===== src/rtl/mat_seq_pkg.sv =====
// mat_seq_pkg: shared defaults, plane write-enable one-hots and FSM encoding for mat_seq
package mat_seq_pkg;
  localparam int WORD_LEN_DEF = 16;
  localparam int MATRIX_DIM_DEF = 8;
  localparam int ADDR_BITS_DEF = 7;
  localparam logic [3:0] WE_A_RE = 4'b0001;
  localparam logic [3:0] WE_B_RE = 4'b0010;
  localparam logic [3:0] WE_A_IM = 4'b0100;
  localparam logic [3:0] WE_B_IM = 4'b1000;
  typedef enum logic [1:0] {IDLE, LOAD, COMP, DONE} state_t;
  // load order: A real, A imag, B real, B imag
  function automatic logic [3:0] plane_we(input logic [1:0] p);
    return p == 2'd0 ? WE_A_RE : p == 2'd1 ? WE_A_IM : p == 2'd2 ? WE_B_RE : WE_B_IM;
  endfunction
endpackage


===== src/rtl/mat_seq_if.sv =====
// mat_seq_if: command, load-stream and memory/pair-handshake bundle for mat_seq
interface mat_seq_if import mat_seq_pkg::*; #(
  parameter int WORD_LEN = WORD_LEN_DEF,
  parameter int MATRIX_DIM = MATRIX_DIM_DEF,
  parameter int ADDR_BITS = ADDR_BITS_DEF
);
  localparam int IW = MATRIX_DIM > 1 ? $clog2(MATRIX_DIM) : 1;
  logic start, mode, transpose_b;
  logic s_valid, s_ready;
  logic [WORD_LEN-1:0] s_data, wr_data;
  logic [3:0] we;
  logic [ADDR_BITS-1:0] Dir_M1, Dir_M2;
  logic rd_valid, rd_ready;
  logic [IW-1:0] row_idx, col_idx;
  logic busy, done;
  modport slave (
    input start, mode, transpose_b, s_valid, s_data, rd_ready,
    output s_ready, wr_data, we, Dir_M1, Dir_M2, rd_valid, row_idx, col_idx, busy, done
  );
  modport master (
    output start, mode, transpose_b, s_valid, s_data, rd_ready,
    input s_ready, wr_data, we, Dir_M1, Dir_M2, rd_valid, row_idx, col_idx, busy, done
  );
endinterface


===== src/rtl/mat_idx_cnt.sv =====
// mat_idx_cnt: two-level outer/inner counter with enable, wrap-around and last flag
module mat_idx_cnt #(
  parameter int OUTER = 4,
  parameter int INNER = 4,
  parameter int OW = 2,
  parameter int IW = 2
) (
  input  logic          clk,
  input  logic          rst,
  input  logic          en,
  output logic [OW-1:0] outer,
  output logic [IW-1:0] inner,
  output logic          last
);
  logic in_wrap;
  assign in_wrap = inner == IW'(INNER - 1);
  assign last = in_wrap && outer == OW'(OUTER - 1);
  always_ff @(posedge clk)
    if (rst) begin
      outer <= '0;
      inner <= '0;
    end else if (en) begin
      inner <= in_wrap ? '0 : inner + 1'b1;
      if (in_wrap) outer <= last ? '0 : outer + 1'b1;
    end
endmodule


===== src/rtl/mat_seq.sv =====
// mat_seq: sequences complex-matrix plane loads and (i,j) address-pair issue for a matrix product
module mat_seq import mat_seq_pkg::*; #(
  parameter int WORD_LEN = WORD_LEN_DEF,
  parameter int MATRIX_DIM = MATRIX_DIM_DEF,
  parameter int ADDR_BITS = ADDR_BITS_DEF
) (
  input logic clk,
  input logic rst,
  mat_seq_if.slave bus
);
  localparam int IW = MATRIX_DIM > 1 ? $clog2(MATRIX_DIM) : 1;
  state_t state, nxt;
  logic tr_q, acc, adv, ld_last, cp_last;
  logic [1:0] plane;
  logic [ADDR_BITS-1:0] word;
  logic [IW-1:0] i, j;
  assign acc = state == LOAD && bus.s_valid;
  assign adv = state == COMP && bus.rd_ready;
  mat_idx_cnt #(.OUTER(4), .INNER(MATRIX_DIM * MATRIX_DIM), .OW(2), .IW(ADDR_BITS)) u_ld (
    .clk(clk), .rst(rst), .en(acc), .outer(plane), .inner(word), .last(ld_last)
  );
  mat_idx_cnt #(.OUTER(MATRIX_DIM), .INNER(MATRIX_DIM), .OW(IW), .IW(IW)) u_cp (
    .clk(clk), .rst(rst), .en(adv), .outer(i), .inner(j), .last(cp_last)
  );
  always_ff @(posedge clk)
    if (rst) begin
      state <= IDLE;
      tr_q <= 1'b0;
    end else begin
      state <= nxt;
      if (state == IDLE && bus.start) tr_q <= bus.transpose_b;
    end
  always_comb begin
    nxt = state;
    case (state)
      IDLE: nxt = bus.start ? (bus.mode ? COMP : LOAD) : IDLE;
      LOAD: nxt = acc && ld_last ? DONE : LOAD;
      COMP: nxt = adv && cp_last ? DONE : COMP;
      default: nxt = IDLE;
    endcase
  end
  // A planes address through Dir_M1, B planes through Dir_M2; the idle port stays at 0
  always_comb begin
    bus.s_ready = state == LOAD;
    bus.we = acc ? plane_we(plane) : 4'b0000;
    bus.wr_data = acc ? bus.s_data : '0;
    bus.Dir_M1 = state == COMP ? ADDR_BITS'(i * MATRIX_DIM) : (acc && !plane[1]) ? word : '0;
    bus.Dir_M2 = state == COMP ? ADDR_BITS'(tr_q ? j * MATRIX_DIM : 32'(j)) : (acc && plane[1]) ? word : '0;
    bus.rd_valid = state == COMP;
    bus.row_idx = state == COMP ? i : '0;
    bus.col_idx = state == COMP ? j : '0;
    bus.busy = state != IDLE;
    bus.done = state == DONE;
  end
endmodule


===== src/flat_wrapper.sv =====
// flat-port wrapper written by rule: the top's interface ports become plain ports
module mat_seq_flat import mat_seq_pkg::*;
#(
  parameter int WORD_LEN = WORD_LEN_DEF,
  parameter int MATRIX_DIM = MATRIX_DIM_DEF,
  parameter int ADDR_BITS = ADDR_BITS_DEF
)
  (clk, rst, bus_start, bus_mode, bus_transpose_b, bus_s_valid, bus_s_data, bus_rd_ready, bus_s_ready, bus_wr_data, bus_we, bus_Dir_M1, bus_Dir_M2, bus_rd_valid, bus_row_idx, bus_col_idx, bus_busy, bus_done);
  mat_seq_if #(.WORD_LEN(WORD_LEN), .MATRIX_DIM(MATRIX_DIM), .ADDR_BITS(ADDR_BITS)) bus_i ();
  input logic clk;
  input logic rst;
  input wire logic [$bits(bus_i.start)-1:0] bus_start;
  input wire logic [$bits(bus_i.mode)-1:0] bus_mode;
  input wire logic [$bits(bus_i.transpose_b)-1:0] bus_transpose_b;
  input wire logic [$bits(bus_i.s_valid)-1:0] bus_s_valid;
  input wire logic [$bits(bus_i.s_data)-1:0] bus_s_data;
  input wire logic [$bits(bus_i.rd_ready)-1:0] bus_rd_ready;
  output wire logic [$bits(bus_i.s_ready)-1:0] bus_s_ready;
  output wire logic [$bits(bus_i.wr_data)-1:0] bus_wr_data;
  output wire logic [$bits(bus_i.we)-1:0] bus_we;
  output wire logic [$bits(bus_i.Dir_M1)-1:0] bus_Dir_M1;
  output wire logic [$bits(bus_i.Dir_M2)-1:0] bus_Dir_M2;
  output wire logic [$bits(bus_i.rd_valid)-1:0] bus_rd_valid;
  output wire logic [$bits(bus_i.row_idx)-1:0] bus_row_idx;
  output wire logic [$bits(bus_i.col_idx)-1:0] bus_col_idx;
  output wire logic [$bits(bus_i.busy)-1:0] bus_busy;
  output wire logic [$bits(bus_i.done)-1:0] bus_done;
  assign bus_i.start = bus_start;
  assign bus_i.mode = bus_mode;
  assign bus_i.transpose_b = bus_transpose_b;
  assign bus_i.s_valid = bus_s_valid;
  assign bus_i.s_data = bus_s_data;
  assign bus_i.rd_ready = bus_rd_ready;
  assign bus_s_ready = bus_i.s_ready;
  assign bus_wr_data = bus_i.wr_data;
  assign bus_we = bus_i.we;
  assign bus_Dir_M1 = bus_i.Dir_M1;
  assign bus_Dir_M2 = bus_i.Dir_M2;
  assign bus_rd_valid = bus_i.rd_valid;
  assign bus_row_idx = bus_i.row_idx;
  assign bus_col_idx = bus_i.col_idx;
  assign bus_busy = bus_i.busy;
  assign bus_done = bus_i.done;
  mat_seq #(.WORD_LEN(WORD_LEN), .MATRIX_DIM(MATRIX_DIM), .ADDR_BITS(ADDR_BITS)) u_core (.clk(clk), .rst(rst), .bus(bus_i));
endmodule

===== config.mk =====
export PLATFORM = sky130hd
export DESIGN_NAME = mat_seq_flat
export DESIGN_NICKNAME = d
export VERILOG_FILES = /design/src/rtl/mat_seq_pkg.sv /design/src/rtl/mat_seq_if.sv /design/src/rtl/mat_idx_cnt.sv /design/src/rtl/mat_seq.sv /design/src/flat_wrapper.sv
export SDC_FILE = /design/constraint.sdc
export NUM_CORES = 1
export LEC_CHECK = 0
export ABC_AREA = 1
export BUFFER_PORTS_ARGS = -buffer_cell sky130_fd_sc_hd__buf_2
export CAP_MARGIN = 20
export CORE_AREA = 4 4 62 53
export DETAILED_ROUTE_END_ITERATION = 10
export DIE_AREA = 0 0 66 57
export PLACE_DENSITY = 0.83
export SYNTH_ARGS = -nofsm -noshare
export SYNTH_HDL_FRONTEND = slang
export SYNTH_SLANG_ARGS = --single-unit

===== constraint.sdc =====
create_clock -name clk -period 3 [get_ports clk]
set_clock_uncertainty 0.1 [all_clocks]
set_input_delay 0.6 -clock clk [delete_from_list [all_inputs] [get_ports clk]]
set_output_delay 0.6 -clock clk [all_outputs]
set_load 0.01 [all_outputs]

# [After elaboration in Yosys (flattened, before gate mapping)]
# Cells that the tools add are included.
[word_totals] word_cells=55 regBits=18 in_bits=23 output_inout_bits=44
[classes] eq_ne=9 n_mux=21 n_addsub=4 reduce_logical=15
[op_table] operator="$mux 7" count=5
[op_table] operator="$mux 16" count=1
[op_table] operator="$mux 4" count=4
[op_table] operator="$mux 3" count=4
[op_table] operator="$logic_and 1x1->1" count=9
[op_table] operator="$eq 2x2->1 const B" count=4
[op_table] operator="$mux 2" count=4
[op_table] operator="$add 7x1->7 const B" count=1
[op_table] operator="$eq 7x6->1 const B" count=1
[op_table] operator="$add 3x1->3 const B" count=2
[op_table] operator="$eq 3x3->1 const B" count=2
[op_table] operator="$mux 6" count=1
[op_table] operator="$pmux 2 s3" count=1
[op_table] operator="$eq 2x1->1 const B" count=2
[op_table] operator="$logic_not 2->1" count=2
[op_table] operator="$reduce_and 2->1" count=2
[op_table] operator="$add 2x1->2 const B" count=1
[op_table] operator="$reduce_bool 2->1" count=1
[op_table] operator="$logic_not 1->1" count=1
[op_table] operator="$mux 1" count=1

# [Logic depth before layout (Yosys ltp)]
[logic_depth] ltp_word=5 ltp_mapped=7 depth_no_buf=7

# [By module]
# Synthesis repeated with hierarchy kept, for this count alone.
[hier_totals] hier_cells=218 area_unflattened_um2=1320.0
[by_module_without_submodules] module="mat_seq" seq_area_each_um2=60.1 instances=1 cells_each=120 area_each_um2=598.1
[by_module_without_submodules] module="mat_idx_cnt at u_core.u_ld" seq_area_each_um2=180.2 instances=1 cells_each=55 area_each_um2=420.4
[by_module_without_submodules] module="mat_idx_cnt at u_core.u_cp" seq_area_each_um2=120.1 instances=1 cells_each=43 area_each_um2=301.5

# [Worst setup path after synthesis]
# No wires, ideal clock.
[synth_timing] path_kind="input port to output port" from="in bus_s_valid" to="out bus_Dir_M2[0]" required_time_ps=2300 setup_slack_ps=1135 t_arrival_ps=1165 stages=4 n_path_buf=0 cell_sequence="nand3_4 -> inv_2 -> nand2_2 -> o22ai_1"
[synth_via] elab_chain_len=4
[synth_lines] element="start: declaration" line="flat_wrapper.sv:15" source="input wire logic [$bits(bus_i.s_valid)-1:0] bus_s_valid;"
[synth_lines] element="$logic_and 1x1->1" line="mat_seq.sv:17" source="assign acc = state == LOAD && bus.s_valid;"
[synth_lines] element="$logic_and 1x1->1" line="mat_seq.sv:48" source="bus.Dir_M2 = state == COMP ? ADDR_BITS'(tr_q ? j * MATRIX_DIM : 32'(j)) : (acc && plane[1]) ? word : '0;"
[synth_lines] element="$mux 7 (2 in series)" line="mat_seq.sv:48"
[synth_lines] element="end: declaration" line="flat_wrapper.sv:22" source="output wire logic [$bits(bus_i.Dir_M2)-1:0] bus_Dir_M2;"
# No other way between the ends.

# [Final worst setup path]
[layout_timing] from="reg u_core.state[1]" to="out bus_Dir_M1[5]"
[layout_via] elab_chain_len=5 word_cells_on_any_way=6 classes_between="eq/ne: 2; mux: 2; reduce/logical: 2"
[layout_lines] element="start: declaration" line="mat_seq.sv:12" source="state_t state, nxt;"
[layout_lines] element="start signal: assignment" line="mat_seq.sv:30" source="state <= nxt;"
[layout_lines] element="$eq 2x1->1" line="mat_seq.sv:17"
[layout_lines] element="$logic_and 1x1->1" line="mat_seq.sv:17"
[layout_lines] element="$logic_and 1x1->1" line="mat_seq.sv:47" source="bus.Dir_M1 = state == COMP ? ADDR_BITS'(i * MATRIX_DIM) : (acc && !plane[1]) ? word : '0;"
[layout_lines] element="$mux 7" line="mat_seq.sv:47"
[layout_lines] element="$mux 7 (*)" line="mat_seq.sv:47"
[layout_lines] element="end: declaration" line="flat_wrapper.sv:21" source="output wire logic [$bits(bus_i.Dir_M1)-1:0] bus_Dir_M1;"
# Mark *: on every way between the ends. The rest lies on a longest branch, timed or not.

==> summary.txt <==
Pwr
  • Share of power burned in the clock network: between 30% and 40%
  • Sw Ratio: a little over a quarter
  • Sequential share of power: between 50 and 60%
  • Total Power: 0.4809 mW
  • Cell internal pwr: ~0.35 mW
  • Gate power share: 16.4%
  • Worst vdd ir: between 0.3 and 0.4 mV
  • NetSw: between 0.1 and 0.15 mW
  • Power Density: roughly 290 mW/mm²
  • Leak: roughly 0.99 nW

Critical path
  • CP Cell Sequence: inv_2 > nor2_1 > inv_1 > o22ai_1 > buf_2
  • Crit path DAT: ~1.9 ns
  • WS Path Type: flip-flop to primary output
  • Critical path's largest stage delay: between 0.4 and 0.5 ns
  • Worst EP required: approximately 2.3 ns
  • CP endpoint kind: primary output
  • Slowest CP cell: nor2_1
  • Crit Path Max Fanout: 11
  • Startpoint Class: flip-flop

Yosys
  • Most frequent cell after synthesis: inv_1
  • Yosys Warn Count: 0
  • Post-synth top cells: 47 x inv_1, 40 x nor2_1, 18 x dfxtp_1
  • Async SR Flop Fraction: 0%
  • Synthesized cell area: ~0.0012 mm²
  • Synth unique cells: 23
  • Post-Syn Instances: approximately 190
  • Ys flop type: dfxtp_1
  • Mean Syn Cell Area: roughly 6.5 µm²
  • Leading area contributor after synthesis: dfxtp_1
  • Register bit total from synthesis: 18
  • Sequential fraction of the synthesis area: 28.94%
  • Synthesized Nets: around 230
  • Largest cells by area after synthesis: dfxtp_1 29%, inv_1 14%, nor2_1 12%, ha_1 10%, a21oi_1 5.2%
  • EDFF count, synth: 0
  • Synth top area share: between 20% and 30%

Timing
  • Slew Viols, Final: 0
  • Setup TNS: 0 ns
  • Fin crit share: between 80% and 90%
  • RSZ-0062 raised after global routing: no
  • Upper clock frequency limit: ~390 MHz
  • Setup violations, final: 0
  • Final Worst Setup Slack: 0.4517 ns
  • Final min period: approximately 2.5 ns
  • Slew HR: 58.02%
  • Hold Violations, Final: 0
  • Worst Tran Pin Value: roughly 0.63 ns

Global routing
  • Vias in the first global route: about 1300
  • Gr ovfl total: 0
  • Largest net degree at the start of global routing: 28
  • Initial antenna violation count: 0
  • GRT Overall Usage: a little under a fifth
  • First-pass GRT wire length: roughly 5600 µm

CTS
  • Cts bufs inserted: 3
  • CTS HTree Levels: 1
  • Post-CTS setup buffer count: 0
  • TritonCTS clock tree: done
  • CTS clk-pin slew, worst paths: approximately 0.11 ns
  • Root Buffer: clkbuf_4
  • Hold buffers post-CTS: 0
  • Clock latency on the worst-skew pair: 0.30 ns
  • CTS Buffer Depth: 2
  • Sink Count: 18
  • Post-CTS Resized: 0

Floorplanning
  • # rows: 17
  • Core area: 0.002659 mm²
  • I/O Pins: 67
  • Starting Density: between 40% and 50%
  • Die Area: ~0.0038 mm²
  • Die Wd: roughly 66 µm
  • DIE HEIGHT: 57 µm

Route
  • Starting DRT DRC Count: 71
  • Residual DRC count: 0
  • DRT Pass-1 Iters: 4
  • Total number of vias: about 1400
  • Routed WL: ~3300 µm
  • Vias/cell: ~4.6
  • Routed Antenna Nets: 0
  • WL/cell: about 11 µm

Layout
  • Filler instances: roughly 240
  • Layout cells sized above 1: between 30% and 40%
  • Area grow syn2layout: 32.06%
  • Antenna diodes: 0
  • Nets: roughly 290

Place
  • Dpl ws: between 0.8 and 0.9 ns
  • GP Congestion: around 0.83
  • HPWL Detailed: 2643 µm
  • Port Buffer Count: 66

Hold path
  • Worst hold path type: flip-flop to flip-flop

Outcome
  • Outcome: complete, no violations

Run
  • Max-cap violation count: 0
## flip-flops by register name (all words and copies together) (netlist names)
name               flops
u_core.u_ld.inner      7
u_core.u_ld.outer      2
u_core.tr_q            1
u_core.state           2
u_core.u_cp.inner      3
u_core.u_cp.outer      3
## layer usage
metal / track usage [%] / vias to the layer above / share of wire [%]
li1: - / 736 / -
met1: 24.18 / 595 / 46
met2: 30.00 / 45 / 46
met3: 4.528 / 4 / 7.5
met4: 4.348 / 0 / 0.79
met5: 0 / - / 0
## power groups by stage
| stage | Combinational (mW) | Sequential (mW) | Clock, mW |
|---|---|---|---|
| finish | 0.0791 | 0.251 | 0.151 |
| global route | 0.0900 | 0.252 | 0.169 |
| CTS | 0.0795 | 0.250 | 0.153 |
| detailed placement | 0.0792 | 0.256 | 0 |
| global placement | 0.0773 | 0.256 | 0 |
| floorplan | 0.0460 | 0.255 | 0 |
## kinds of logic after synthesis
family          count (synthesis)  synth area share (%)
buf+inv                        53                 16.58
compound gates                 33                 14.77
fa+ha+maj                      10                 10.05
simple gates                   79                 29.65
flops                          18                 28.95
## per-stage QoR
step	hold WS (ns)	instances	util, %	area, µm²
floorplan	0.3502	193	-	1245
global placement	0.3778	294	60.47	1608
detailed placement	0.3789	294	60.47	1608
CTS	0.3933	298	61.84	1644
global route	0.4163	298	61.84	1644
finish	0.3900	298	61.84	1644
## critical path, delay by kind of cell, from the launching register on
family,cells,cell delay [ns]
simple gates,1,0.49
compound gates,1,0.21
buf+inv,3,0.48
flops,1,0.37
## placed cells by master (no fill, tap or decap), types with 7 or more instances in the layout
| master | n |
|---|---|
| a21oi_1 | 13 |
| buf_2 | 66 |
| dfxtp_1 | 18 |
| ha_1 | 10 |
| inv_1 | 47 |
| nand2_1 | 17 |
| nand3_1 | 11 |
| nor2_1 | 40 |
| o21ai_0 | 7 |
| o22ai_1 | 9 |
## final timing paths
kind         slack, ns                    to  depth (start not counted)                 start
max reg2reg       1.26       u_core.state[0]                          6       u_core.state[1]
min               0.39  u_core.u_cp.inner[2]                          2  u_core.u_cp.inner[2]
min reg2reg       0.39  u_core.u_cp.inner[2]                          2  u_core.u_cp.inner[2]
max               0.45         bus_Dir_M1[5]                          5       u_core.state[1]
## final cells by class
class,instances,area [µm²],share of cell area [%]
Timing Repair Buffer,67,337.8,20.55
Inverter,49,183.9,11.19
Multi-Input combinational cell,122,678.2,41.25
Tap cell,38,47.55,2.892
Sequential cell,18,360.3,21.92
Clock buffer,4,36.28,2.207
(Power assumes the default switching activity.)
